[src/rtl/nonce_reporter.sv]
// nonce_reporter: buffers golden nonces from the hashing core in a small FIFO
// and hands them one at a time to a 32-bit serial transmitter.
module nonce_reporter #(
    parameter int DEPTH        = 4,
    parameter int BUSY_TIMEOUT = 4
) (
    input  logic                   clk,
    input  logic                   reset,
    input  logic [31:0]            golden_nonce,
    input  logic                   golden_valid,
    input  logic                   tx_busy,
    output logic                   tx_send,
    output logic [31:0]            tx_word,
    output logic [$clog2(DEPTH):0] fifo_count,
    output logic                   overflow,
    output logic [7:0]             dropped_count,
    output logic                   timeout_err,
    output logic [1:0]             dbg_state_o
);
    localparam int AW = $clog2(DEPTH);
    localparam int CW = AW + 1;
    localparam int TW = $clog2(BUSY_TIMEOUT + 1);

    // Handshakes: golden_valid is a one-cycle push with no backpressure (a full
    // FIFO drops it unless a pop happens on the same edge); tx_send is a
    // one-cycle request and the transmitter acknowledges by raising tx_busy,
    // then lowering it when the word has gone out.
    typedef enum logic [1:0] {
        IDLE      = 2'd0,
        SEND      = 2'd1,
        WAIT_BUSY = 2'd2,
        WAIT_DONE = 2'd3
    } state_t;

    state_t        state_q, state_d;
    logic [31:0]   mem_q [DEPTH];
    logic [AW-1:0] wr_ptr_q, wr_ptr_d;
    logic [AW-1:0] rd_ptr_q, rd_ptr_d;
    logic [CW-1:0] count_q, count_d;
    logic [TW-1:0] tmo_q, tmo_d;
    logic [31:0]   tx_word_q, tx_word_d;
    logic          tx_send_q, tx_send_d;
    logic          overflow_q, overflow_d;
    logic [7:0]    dropped_q, dropped_d;
    logic          timeout_err_q, timeout_err_d;
    logic          full, push, pop, drop;

    always_comb begin
        full = (count_q == CW'(DEPTH));
        pop  = (state_q == IDLE) && (count_q != '0) && !tx_busy;
        push = golden_valid && (!full || pop);
        drop = golden_valid && full && !pop;

        state_d       = state_q;
        tmo_d         = tmo_q;
        tx_word_d     = tx_word_q;
        tx_send_d     = 1'b0;
        timeout_err_d = timeout_err_q;

        case (state_q)
            IDLE: begin
                if (pop) begin
                    state_d   = SEND;
                    tx_word_d = mem_q[rd_ptr_q];
                end
            end
            SEND: begin
                tx_send_d = 1'b1;
                tmo_d     = TW'(BUSY_TIMEOUT);
                state_d   = WAIT_BUSY;
            end
            WAIT_BUSY: begin
                if (tx_busy) begin
                    state_d = WAIT_DONE;
                end else begin
                    tmo_d = tmo_q - TW'(1);
                    // Counter reaching zero means no acknowledge: drop the word.
                    if (tmo_q <= TW'(1)) begin
                        timeout_err_d = 1'b1;
                        state_d       = IDLE;
                    end
                end
            end
            WAIT_DONE: begin
                if (!tx_busy) state_d = IDLE;
            end
            default: state_d = IDLE;
        endcase

        wr_ptr_d = push ? wr_ptr_q + AW'(1) : wr_ptr_q;
        rd_ptr_d = pop  ? rd_ptr_q + AW'(1) : rd_ptr_q;
        case ({push, pop})
            2'b10:   count_d = count_q + CW'(1);
            2'b01:   count_d = count_q - CW'(1);
            default: count_d = count_q;
        endcase

        overflow_d = overflow_q | drop;
        dropped_d  = (drop && dropped_q != 8'hFF) ? dropped_q + 8'd1 : dropped_q;
    end

    always_ff @(posedge clk) begin
        if (reset) begin
            state_q       <= IDLE;
            wr_ptr_q      <= '0;
            rd_ptr_q      <= '0;
            count_q       <= '0;
            tmo_q         <= '0;
            tx_word_q     <= '0;
            tx_send_q     <= 1'b0;
            overflow_q    <= 1'b0;
            dropped_q     <= '0;
            timeout_err_q <= 1'b0;
        end else begin
            state_q       <= state_d;
            wr_ptr_q      <= wr_ptr_d;
            rd_ptr_q      <= rd_ptr_d;
            count_q       <= count_d;
            tmo_q         <= tmo_d;
            tx_word_q     <= tx_word_d;
            tx_send_q     <= tx_send_d;
            overflow_q    <= overflow_d;
            dropped_q     <= dropped_d;
            timeout_err_q <= timeout_err_d;
        end
    end

    always_ff @(posedge clk) begin
        if (push && !reset) mem_q[wr_ptr_q] <= golden_nonce;
    end

    assign tx_send       = tx_send_q;
    assign tx_word       = tx_word_q;
    assign fifo_count    = count_q;
    assign overflow      = overflow_q;
    assign dropped_count = dropped_q;
    assign timeout_err   = timeout_err_q;
    assign dbg_state_o   = state_q;
endmodule

[config.mk]
export PLATFORM = sky130hd
export DESIGN_NAME = nonce_reporter
export DESIGN_NICKNAME = d
export VERILOG_FILES = /design/src/rtl/nonce_reporter.sv
export SDC_FILE = /design/constraint.sdc
export NUM_CORES = 1
export LEC_CHECK = 0
export CORE_MARGIN = 4
export CORE_UTILIZATION = 55
export DETAILED_ROUTE_END_ITERATION = 7
export PLACE_DENSITY_LB_ADDON = 0.1
export SLEW_MARGIN = 40
export SYNTH_ARGS = -nofsm -noshare
export SYNTH_HDL_FRONTEND = slang
export SYNTH_SLANG_ARGS = --single-unit
[constraint.sdc]
create_clock -name clk -period 4.8 [get_ports clk]
set_clock_uncertainty 0.15 [all_clocks]
set_input_delay 0.72 -clock clk [delete_from_list [all_inputs] [get_ports clk]]
set_output_delay 0.72 -clock clk [all_outputs]
set_load 0.005 [all_outputs]
==> results.cfg <==
[status]
status = completed

[setup_path]
crit_path_max_fanout = 9
critPathSlowestCell = clkdlybuf4s50_1
crit_arrival_ns = 3.46
required_ns = 5.01
cp-end-kind = flip-flop
cp-start-kind = input pin
crit_path_frequent_cell = or3_1
slowest_delay_ns = 0.57
crit_type = input pin to flip-flop
crit_chain = clkdlybuf4s50_1 > or3_1 > or3_1 > fa_1 > nor2b_1 > a31o_2 > a221oi_1 > and2_1

[synth]
synth_mux_area_frac = 0.106
synth-simple-area-share = 0.0808
ys.flop_type = edfxtp_1
synth_top_area_cell = edfxtp_1
synthCells = 459
yosysSeqAreaShare = 0.709
synth_area_leaders = edfxtp_1 (55%), dfxtp_1 (16%), mux4_2 (10%)
synth_area_um2 = 6970
yosysWarnings = 0
synth_compound_area_frac = 0.0601
avgSynthCellArea_um2 = 15.2
ys_types = 47
ys_ff_latch = 183
synth_edf_count = 128
synth_top_family_by_area = multiplexers
synth_fp_nets = 502
synthXorXnorAreaFrac = 0.00628
synthArstFlopShare = 0
synthAdderAreaFrac = 0.0136
yosysTopAreaCellShare = 0.551

[placed_design]
dp_hpwl_um = 7670
place_area_um2 = 7950
numPortBuffers = 83
gp_congestion = 0.758

[sta]
final_max_slew_viol_count = 0
hold_viol = 0
worst_pin_slew_ns = 0.826
max_freq_ghz = 0.308
period_minus_slack_ns = 3.25
rsz0062_at_grt = no
relSlewSlack = 0.449
post-route-period-util = 0.677
tns_ns = 0
finalSetupViolCount = 0

[routing]
drtAntennaViolNets = 0
vias = 3953
wl_per_cell_um = 17.6
viasPerCell = 5.51
drc_errors = 0
drtPass1Iterations = 4
drt-total-wl_um = 12600
drt-initial-drc-count = 219

[clock_tree]
cts.clk_slew.worst_paths_ns = 0.06
cts_tree = done
insertion_delay_ns = 0.42
cts_buffers = 17
cts_sinks = 183
cts_hold_buf = 0
clock-root-buffer = clkbuf_16
clockBufferDepth = 2
htree_levels = 4
cts_setup_buffers = 0
cts_resized = 0

[floorplan]
chipHeight_um = 121
core_region_area_um2 = 12200
die-area_um2 = 14500
die_w_um = 121
num_io_pins = 84
rows = 40
initial_utilization = 0.571

[power_and_ir_drop]
power.total_uw = 3950
p_per_area_nw_per_um2 = 462
peakVddDrop_mv = 0.311
leakage_uw = 0.00274

[finish]
fin_area_um2 = 8550
diodes = 0
layout.nets = 579
areaGrowthSynthToFinish_pct = 22.7
drive_gt1_frac = 0.142

[grt]
grt_max_degree = 56
track_usage = 0.184
grt.overflow.total = 0
grt_pass1_wl_um = 20200
grt_pass1_vias = 4008
antenna_found_initial = 0

[worst_hold_path]
holdCritPathClass = flip-flop to flip-flop

[run]
drv_cap = 0
synth_stat cells (2+ instances only):
library cell / number
dfxtp_1: 55
buf_2: 12
o31ai_1: 4
nand3_1: 3
xor2_1: 2
mux2i_1: 2
mux4_2: 32
nor2_1: 15
nand3b_1: 2
o21ai_0: 4
a211oi_1: 2
nand2_1: 72
o41ai_1: 3
and2_1: 6
ha_1: 6
or4_1: 5
a22oi_1: 2
nand2b_1: 2
nor2b_1: 3
or3_1: 3
nor3_1: 2
clkbuf_1: 14
edfxtp_1: 128
or3b_2: 2
a21oi_1: 44
o22ai_1: 2
xnor2_1: 3
inv_1: 10
metal layers:
layer  track usage  wire (µm)  vias to the layer above  part of all wire
li1              -          -                     1885                 -
met2         0.306       6610                       86              0.52
met3        0.0416        493                       11             0.039
met4        0.0722        132                        0             0.010
met1         0.238       5410                     1971              0.43
met5             0          0                        -                 0
worst max-delay path: cells and delay by family:
kind	cells	cell delay (ns)
AOI/OAI and AO/OA	2	0.46
and+or+nand+nor	4	1.24
adders and majority gates	1	0.47
buffers and inverters	1	0.57
layout by cell type (no fill, tap or decap), types with 2 or more instances in the layout:
master,Yosys,routed
clkdlybuf4s50_1,0,82
a21oi_1,44,44
and2_4,0,4
nand2_1,72,72
o21ai_0,4,4
mux2i_1,2,2
o41ai_1,3,3
inv_1,10,10
nor3_1,2,2
or3_1,3,3
edfxtp_1,128,128
xor2_1,2,2
ha_1,6,6
nor2b_1,3,3
bufinv_16,0,4
clkinv_2,0,4
mux4_2,32,32
a211oi_1,2,2
or4_1,5,5
buf_4,0,2
a22oi_1,2,2
o22ai_1,2,2
clkinv_1,0,2
or3b_2,2,2
nand3b_1,2,2
dfxtp_1,55,53
clkbuf_16,0,17
and2_1,6,2
nand3_1,3,3
nor2_1,15,15
xnor2_1,3,3
o31ai_1,4,4
final timing paths:
path	startpoint	endpoint	slack, ns	depth (start not counted)
worst min register to register	tx_word[23]	tx_word[23]	0.30	2
worst max-delay path	tx_busy	fifo_count[1]	1.55	8
worst min-delay path	tx_word[23]	tx_word[23]	0.30	2
worst max register to register	dbg_state_o[0]	fifo_count[1]	1.95	7
per-stage QoR:
stage	setup slack (ns)	instances	hold WS [ns]	util
after CTS	1.59	717	0.305	0.701
after global routing	1.51	717	0.332	0.701
after detailed placement	1.13	685	0.297	0.651
final	1.55	717	0.301	0.701
after global placement	1.23	684	0.285	0.648
after floorplan	1.84	459	0.292	-
flip-flops by register name (all words and copies together) (netlist names):
register and count:
fifo_count 3, rd_ptr_q 2, tx_send 1, overflow 1
tx_word 32, dbg_state_o 2, mem_q 128, timeout_err 1
dropped_count 8, wr_ptr_q 2, tmo_q 3
cells by family after synthesis:
kind of cell,after synthesis
AO/OA/AOI/OAI,71
XOR/XNOR,5
adder cells (fa/ha/maj),7
buffers and inverters,38
flip-flops,183
multiplexers,34
AND/OR/NAND/NOR,121
where the power goes:
part / switching (µW) / internal (µW) / leakage, µW
Sequential: 94.8 / 1800 / 0.00161
Combinational: 289 / 349 / 0.000833
Clock: 551 / 866 / 0.000296
Total: 935 / 3020 / 0.00274
cell type report:
| cell class | count | area, µm² |
|---|---|---|
| sequential | 183 | 4950 |
| fill | 873 | 3660 |
| multi-input combinational | 238 | 1880 |
| timing repair buffer | 86 | 868 |
| clock buffer | 18 | 429 |
| tap | 168 | 210 |
| clock inverter | 14 | 180 |
| inverter | 10 | 37.5 |
Note: power is estimated with default switching activity, not from simulation.
